`config.mk`:
```
export PLATFORM = sky130hd
export DESIGN_NAME = vga_fetch_arbiter
export DESIGN_NICKNAME = d
export VERILOG_FILES = /design/src/rtl/vga_fetch_arbiter.sv
export SDC_FILE = /design/constraint.sdc
export NUM_CORES = 1
export LEC_CHECK = 0
export BUFFER_PORTS_ARGS = -buffer_cell sky130_fd_sc_hd__buf_2
export CAP_MARGIN = 10
export CORE_MARGIN = 8
export CORE_UTILIZATION = 47
export CTS_CLUSTER_SIZE = 20
export DETAILED_ROUTE_END_ITERATION = 7
export HOLD_SLACK_MARGIN = 0.02
export PLACE_DENSITY = 0.66
export SYNTH_ARGS = -nofsm -noshare
export SYNTH_HDL_FRONTEND = slang
export SYNTH_SLANG_ARGS = --single-unit
```
`constraint.sdc`:
```
create_clock -name clk -period 3.5 [get_ports clk]
set_input_delay 0.7 -clock clk [delete_from_list [all_inputs] [get_ports clk]]
set_output_delay 0.7 -clock clk [all_outputs]
set_load 0.005 [all_outputs]
```
`src/rtl/vga_fetch_arbiter.sv`:
```
// Shares a single-port pixel RAM between linear display prefetch (into a pixel FIFO) and host writes.
// Optional: define VGA_FETCH_UNDERRUN_CNT_EN to add a saturating underrun_cnt output.
//
// state   | meaning
// --------+-----------------------------------------------------------
// IDLE    | no display reads, host always ready
// PREFILL | read every cycle until FIFO plus in-flight read is full, host blocked
// RUN     | display reads pre-empt the host below LOW_WATER, host otherwise
// DONE    | whole frame fetched, host always ready
module vga_fetch_arbiter #(
    parameter int ACTIVE_WIDTH  = 640,
    parameter int ACTIVE_HEIGHT = 480,
    parameter int ADDR_W        = 19,
    parameter int DATA_W        = 8,
    parameter int FIFO_DEPTH    = 16,
    parameter int LOW_WATER     = 4
) (
    input  logic              clk,
    input  logic              rst,
    input  logic              frame_start,
    input  logic              de,
    output logic [DATA_W-1:0] pix_data,
    output logic              underrun,
`ifdef VGA_FETCH_UNDERRUN_CNT_EN
    output logic [15:0]       underrun_cnt,
`endif
    input  logic              host_valid,
    output logic              host_ready,
    input  logic [ADDR_W-1:0] host_addr,
    input  logic [DATA_W-1:0] host_data,
    output logic              mem_en,
    output logic              mem_we,
    output logic [ADDR_W-1:0] mem_addr,
    output logic [DATA_W-1:0] mem_wdata,
    input  logic [DATA_W-1:0] mem_rdata
);

    localparam int TOTAL = ACTIVE_WIDTH * ACTIVE_HEIGHT;
    localparam int PTR_W = $clog2(FIFO_DEPTH);
    localparam int CNT_W = $clog2(FIFO_DEPTH + 1);
    localparam logic [ADDR_W-1:0] LAST_ADDR = ADDR_W'(TOTAL - 1);
    localparam logic [ADDR_W-1:0] END_ADDR  = ADDR_W'(TOTAL);
    localparam logic [CNT_W-1:0]  DEPTH_C   = CNT_W'(FIFO_DEPTH);
    localparam logic [CNT_W-1:0]  LOW_C     = CNT_W'(LOW_WATER);

    typedef enum logic [1:0] {
        S_IDLE,
        S_PREFILL,
        S_RUN,
        S_DONE
    } state_t;

    state_t state, state_nxt;

    logic [DATA_W-1:0] fifo_mem [FIFO_DEPTH];
    logic [PTR_W-1:0]  wr_ptr, rd_ptr;
    logic [CNT_W-1:0]  occ, level;
    logic [ADDR_W-1:0] fetch_addr;
    logic              inflight;
    logic              rd_ok, rd_go, hr_int, host_go;
    logic              push, pop, fifo_empty;

    // Level counts the outstanding read so the FIFO can never be overcommitted.
    assign level      = occ + CNT_W'(inflight);
    assign fifo_empty = (occ == '0);
    assign rd_ok      = (level < DEPTH_C) && (fetch_addr < END_ADDR);
    assign push       = inflight;
    assign pop        = de && !fifo_empty;

    always_comb begin
        state_nxt = state;
        rd_go     = 1'b0;
        hr_int    = 1'b0;
        case (state)
            S_IDLE: hr_int = 1'b1;
            S_PREFILL: begin
                rd_go = rd_ok;
                if (level == DEPTH_C || fetch_addr == END_ADDR)
                    state_nxt = S_RUN;
            end
            S_RUN: begin
                rd_go = rd_ok && ((occ < LOW_C) || !host_valid);
                if ((rd_go && fetch_addr == LAST_ADDR) || fetch_addr == END_ADDR)
                    state_nxt = S_DONE;
            end
            S_DONE: hr_int = 1'b1;
            default: state_nxt = S_IDLE;
        endcase
        if (frame_start) begin
            rd_go     = 1'b0;
            state_nxt = S_PREFILL;
        end
        if (state == S_RUN)
            hr_int = !rd_go;
    end

    assign host_go    = host_valid && hr_int;
    assign host_ready = hr_int && !rst;
    assign mem_en     = (rd_go || host_go) && !rst;
    assign mem_we     = host_go && !rst;
    assign mem_addr   = rd_go ? fetch_addr : host_addr;
    assign mem_wdata  = host_data;

    always_ff @(posedge clk or posedge rst) begin
        if (rst)
            state <= S_IDLE;
        else
            state <= state_nxt;
    end

    always_ff @(posedge clk) begin
        if (push && !frame_start)
            fifo_mem[wr_ptr] <= mem_rdata;
    end

    always_ff @(posedge clk or posedge rst) begin
        if (rst) begin
            occ        <= '0;
            wr_ptr     <= '0;
            rd_ptr     <= '0;
            inflight   <= 1'b0;
            fetch_addr <= '0;
            pix_data   <= '0;
            underrun   <= 1'b0;
        end else if (frame_start) begin
            // Returning read data for the old frame is dropped with the FIFO contents.
            occ        <= '0;
            wr_ptr     <= '0;
            rd_ptr     <= '0;
            inflight   <= 1'b0;
            fetch_addr <= '0;
            underrun   <= 1'b0;
        end else begin
            inflight <= rd_go;
            if (rd_go)
                fetch_addr <= fetch_addr + 1'b1;
            if (push)
                wr_ptr <= wr_ptr + 1'b1;
            if (pop) begin
                rd_ptr   <= rd_ptr + 1'b1;
                pix_data <= fifo_mem[rd_ptr];
            end else if (de) begin
                pix_data <= '0;
                underrun <= 1'b1;
            end
            case ({push, pop})
                2'b10:   occ <= occ + 1'b1;
                2'b01:   occ <= occ - 1'b1;
                default: occ <= occ;
            endcase
        end
    end

`ifdef VGA_FETCH_UNDERRUN_CNT_EN
    logic [15:0] ucnt;

    always_ff @(posedge clk or posedge rst) begin
        if (rst)
            ucnt <= '0;
        else if (frame_start)
            ucnt <= '0;
        else if (de && fifo_empty && ucnt != 16'hFFFF)
            ucnt <= ucnt + 1'b1;
    end

    assign underrun_cnt = ucnt;
`endif

endmodule

```
== Word-level counts from Yosys, hierarchy flattened ==
Memories as Yosys holds them, arrays and structs flattened.
Cells that the tools add are included.

* Word-level logic and storage cells: 86
* Memory bits (writable): 128
* Bits of input ports: 40
* Register bits: 44
* Memories: 1

* Muxes and demuxes: 25
* Equality and inequality tests: 11
* Reduce and logical (&&, ||, !) cells: 31
* Bitwise gates (word level): 1
* Add/subtract/negate cells: 6
* $lt $le $gt $ge: 3

{| class="wikitable"
|+ Memory list
! name !! words !! bits a word !! rd ports !! clocked after memory_dff !! write ports !! line !! text
|-
| fifo_mem || 16 || 8 || 1 || 0 || 1 || 55 || <nowiki>logic [DATA_W-1:0] fifo_mem [FIFO_DEPTH];</nowiki>
|}

{| class="wikitable"
|+ Operators by type and width
! operator !! number
|-
| $mux W19 || 3
|-
| $eq A19 B19 Y1 const B || 2
|-
| $add A19 B1 Y19 const B || 1
|-
| $lt A19 B19 Y1 const B || 1
|-
| $mux W4 || 4
|-
| $mux W8 || 2
|-
| $pmux W5 S2 || 1
|-
| $reduce_bool A2 Y1 || 5
|-
| $logic_and A1 B1 Y1 || 9
|-
| $mux W1 || 9
|-
| $add A4 B1 Y4 const B || 2
|-
| $eq A2 B2 Y1 const B || 3
|-
| $mux W2 || 3
|-
| $ne A3 B3 Y1 const B || 2
|-
| $reduce_bool A3 Y1 || 2
|-
| $add A5 B1 Y5 || 1
|-
| $add A5 B1 Y5 const B || 1
|-
| $eq A5 B5 Y1 const B || 1
|-
| $logic_not A1 Y1 || 5
|-
| $logic_not A5 Y1 || 1
|-
| $lt A5 B3 Y1 const B || 1
|-
| $lt A5 B5 Y1 const B || 1
|-
| $mux W5 || 1
|-
| $sub A5 B1 Y5 const B || 1
|-
| other kinds (10) || 15
|}

== Longest topological paths before layout ==
* Word-level depth: 11
* Depth in mapped cells: 10
* Mapped depth without buffers: 10

== Least setup slack after synthesis ==
No wires, ideal clock.

* Path type: flip-flop to output port
* Start point: register occ[0]
* End point: output port mem_addr[0]
* Required time: 2800 ps
* Cell stages (with the launch flop): 8
* Slack: 718 ps
* Arrival time: 2082 ps
* Buffers on the path: 1
* Cell sequence: dfrtp_1 ha_1 ha_1 nand3_1 xnor2_1 nor4_2 buf_2 mux2_2

* Cells in the longest elaborated chain, start to end: 7
* Elaborated cells on any way between the ends: 9

{| class="wikitable"
|+ RTL lines
! item !! line !! text
|-
| from (decl) || 57 || <nowiki>logic [CNT_W-1:0] occ, level;</nowiki>
|-
| from (signal assigned) || 147 || <nowiki>2'b10: occ <= occ + 1'b1;</nowiki>
|-
| from (signal assigned) || 148 || <nowiki>2'b01: occ <= occ - 1'b1;</nowiki>
|-
| $add A5 B1 Y5 || 64 || <nowiki>assign level = occ + CNT_W'(inflight);</nowiki>
|-
| $lt A5 B5 Y1 || 66 || <nowiki>assign rd_ok = (level < DEPTH_C) && (fetch_addr < END_ADDR);</nowiki>
|-
| $logic_and A1 B1 Y1 || 66 ||
|-
| $logic_and A1 B1 Y1 || 82 || <nowiki>rd_go = rd_ok && ((occ < LOW_C) || !host_valid);</nowiki>
|-
| $pmux W1 S2 (*) || 74 || <nowiki>case (state)</nowiki>
|-
| $mux W1 (*) || 89 || <nowiki>if (frame_start) begin</nowiki>
|-
| $mux W19 (*) || 101 || <nowiki>assign mem_addr = rd_go ? fetch_addr : host_addr;</nowiki>
|-
| to (decl) || 33 || <nowiki>output logic [ADDR_W-1:0] mem_addr,</nowiki>
|}

Every way passes the cells marked *; elsewhere a longest branch is shown, timed or not.

== Worst setup path after layout ==
Same ends and word-level chain as after synthesis.

==> results.tsv <==
stage	metric	value	unit
run_status	outcome	complete, no violations	
global_routing	Total GRT Usage	16.46	%
layout	# nets final	634	
clocking	CTS Sinks	172	
yosys	EDFF count, synth	128	
min_path	HP Class	flip-flop to flip-flop	
critical_path	Crit Path Max Fanout	22	
critical_path	reg2reg end	occ[4]$_DFFE_PP0P_	
critical_path	critical path buffer and inverter count	2	
sta	Worst Skew	0.009090	ns
min_path	Hold Crit Depth	2	
power	Pleak	3.281	nW
clocking	CTS clk-pin slew, worst paths	0.07	ns
layout	Final Core Density	54.54	%
place	cell count after placement	780	
global_routing	first-pass GRT wire length	25.53	mm
layout	Area Overhead vs Synth	15.28	%
floorplan	Initial Utilization	47.32	%
global_routing	global routing usage on met1	22.25	%
power	Power Dens Cells	686.3	nW/um^2
floorplan	Die Wd	144.1	um
critical_path	Worst path top cell family by delay	flip-flops	
yosys	Syn Area/Cell	15.05	um^2
power	Switch Pwr	1.925	mW
min_path	HP Start	underrun$_DFFE_PP0P_	
power	internal power	4.173	mW
routing	first-pass detailed-route iteration total	5	
power	combinational power share	28.2	%
critical_path	CP cell instances	ha_1 > ha_1 > nand3_1 > xnor2_1 > nor4_4 > buf_6 > mux2_2 > buf_2	
power	power share of the sequential group	41.6	%
layout	Multi-input gate area	2560	um^2
floorplan	die area	20750	um^2
routing	Starting DRT DRC Count	403	
critical_path	kind of end point of the critical path	output pin	
global_routing	vias in the first global route	4798	
sta	fin crit share	94.46	%
power	Sw Share	31.56	%
layout	most common cell after layout, fill and taps aside	edfxtp_1	
routing	vias per cell	5.667	
yosys	Main synth FF type	edfxtp_1	
clocking	Post-CTS Setup Inserts	0	
layout	share of layout cells above drive strength 1	29.90	%
place	Port Buffers	62	
sta	Final Max Slew Viols	0	
floorplan	# rows	47	
layout	Register Area	4947	um^2
floorplan	Die Height	144.1	um
yosys	largest cells by area after synthesis	edfxtp_1 50%, dfrtp_1 14%, mux4_2 9.4%	
layout	most frequent cells in the layout	128 x edfxtp_1, 62 x buf_2, 45 x nor2_1	
sta	Tightest Pin Transition	0.9945	ns
sta	worst setup margin	0.1938	ns
global_routing	grt peak-use layer	met2	
yosys	post-synthesis sequential area ratio	64.16	%
yosys	area share of the largest cell type after synthesis	49.87	%
layout	Antenna Cells	0	
global_routing	pin count of the biggest net entering global routing	45	
routing	final wirelength	16.08	mm
min_path	Worst Hold End	underrun$_DFFE_PP0P_	
sta	Max Freq	0.3025	GHz
power	Worst VDD drop	0.0004845	V
sta	worst rel slew slack	33.61	%
layout	Non-Filler Instances	812	
clocking	clock latency on the worst-skew pair	0.43	ns
critical_path	critical path launch point type	flip-flop	
critical_path	delay of the slowest critical-path stage	0.44	ns
floorplan	core area	16290	um^2
power	Clk pwr share	30.2	%
critical_path	crit path DAT	2.61	ns
critical_path	CP Class	flip-flop to output pin	
place	DP Worst Slack	0.4979	ns
yosys	Syn Nets	567	
critical_path	worst reg2reg path startpoint	occ[2]$_DFFE_PP0P_	
global_routing	M2 GR Usage	25.81	%
critical_path	reg2reg path depth	8	
clocking	CTS buffer count	17	
global_routing	Overflow after GRT	0	
sta	setup tns final	0	ns
yosys	Synth cell types	48	
layout	Filler cells	1363	
global_routing	grt met3 use	3.235	%
place	GPL Wtd Cong	0.8412	
critical_path	R2R setup slack	0.54	ns
clocking	H-Tree Depth	4	
routing	Remaining DRCs	0	
floorplan	Ports	79	
critical_path	CP dominant cell by count	ha_1	
yosys	Mapped Cells	512	
yosys	ys async rst share	25.58	%
clocking	CTS tree	done	
routing	wire length per cell	19.80	um
routing	detailed-route via count	4602	
clocking	CTS root buf	clkbuf_16	
global_routing	initial antenna violation count	0	
clocking	Bufs on Longest Clock Path	2	
place	DP HPWL	10.72	mm
sta	fin crit period	3.306	ns
sta	final hold violations	0	
routing	antenna-violating nets left	0	
yosys	Synth area leader	edfxtp_1	
sta	final setup violation count	0	
critical_path	critical path required time	2.80	ns
critical_path	CP max-delay cell	dfrtp_2	
yosys	yosys warns	0	
sta	worst hold slack	0.4853	ns
yosys	Post-Syn Area	7707	um^2
yosys	#FFs+latches synth	172	
run	number of max-cap violations	0	
sta	setup repair after global routing missed its margin	no	
## metal layers
| metal | vias up | routed length [um] |
|---|---|---|
| li1 | 2093 | - |
| met1 | 2357 | 7164 |
| met2 | 131 | 7844 |
| met3 | 21 | 757 |
| met4 | 0 | 313 |
| met5 | - | 0 |
## registers in the layout (all words and copies together), names as in the netlist
name / count
inflight: 1
underrun: 1
fifo_mem: 128
fetch_addr: 19
state: 2
pix_data: 8
rd_ptr: 4
occ: 5
wr_ptr: 4
## metrics by stage
stage / total power [mW] / area (um^2)
finish: 6.098 / 8885
global route: 6.424 / 8885
CTS: 6.153 / 8880
detailed placement: 4.316 / 8292
global placement: 4.264 / 8292
floorplan: 3.791 / 7707
## synth_stat cells, types with 4 or more instances
library cell    n
ha_1           14
buf_2           6
a22oi_1        16
edfxtp_1      128
nand2_1        24
mux2_2         22
mux4_2         32
a21oi_1        12
buf_1           5
xnor2_1        14
nor4_1          7
and3_1          4
buf_4           8
inv_1          14
dfrtp_1        44
nor2b_1         8
nand3_1        11
mux2i_1         7
nand4_1         6
xor2_1          4
a22o_1          9
o21ai_0         6
nor3_1         11
clkbuf_1       12
nor2_1         45
and2_1          5
or3_1           7
## worst min-delay path: stages (launching register included)
cell	delay (ns)
dfrtp_1	0.34
a21oi_1	0.04
nor2_1	0.07
## kinds of logic (layout without fill, tap and decap cells)
family,after synthesis,count (layout),synth area share [%]
AO/OA/AOI/OAI,60,60,5.925
XOR/XNOR,18,18,2.045
adder cells (fa/ha/maj),15,15,2.533
buffers and inverters,46,126,2.743
flip-flops,172,172,64.16
multiplexers,61,61,13.47
AND/OR/NAND/NOR,140,140,9.123
## worst max-delay path by stage
stage                             startpoint            to  cells after the start
final                     occ[0]$_DFFE_PP0P_   mem_addr[0]                      8
after global routing      occ[0]$_DFFE_PP0P_  mem_addr[16]                      8
after CTS                 occ[0]$_DFFE_PP0P_  mem_addr[17]                      8
after detailed placement  occ[0]$_DFFE_PP0P_  mem_addr[17]                      8
after global placement    occ[0]$_DFFE_PP0P_   mem_addr[9]                      8
after floorplan           occ[0]$_DFFE_PP0P_   mem_addr[0]                      7
## cell type report
| type | instances | share of cell area [%] |
|---|---|---|
| inverter | 14 | 0.5915 |
| clock buffer | 17 | 4.788 |
| sequential | 172 | 55.68 |
| multi-input combinational | 294 | 28.81 |
| tap | 220 | 3.098 |
| timing repair buffer | 80 | 5.196 |
| clock inverter | 15 | 1.831 |
## power groups by stage
stage          Combinational, mW  Clock [mW]  Sequential (mW)
6_report                    1.72        1.84             2.54
5_1_grt                     1.91        1.95             2.57
2_1_floorplan               1.30           0             2.50
3_5_place_dp                1.73           0             2.58
3_3_place_gp                1.69           0             2.58
4_1_cts                     1.74        1.87             2.54
## repair_timing
action / CTS / global route
setup endpoints to repair: 0 / 20
resized for setup: 0 / 2
hold buffers: 0 / 0
Power figures use the tool's default switching activity.
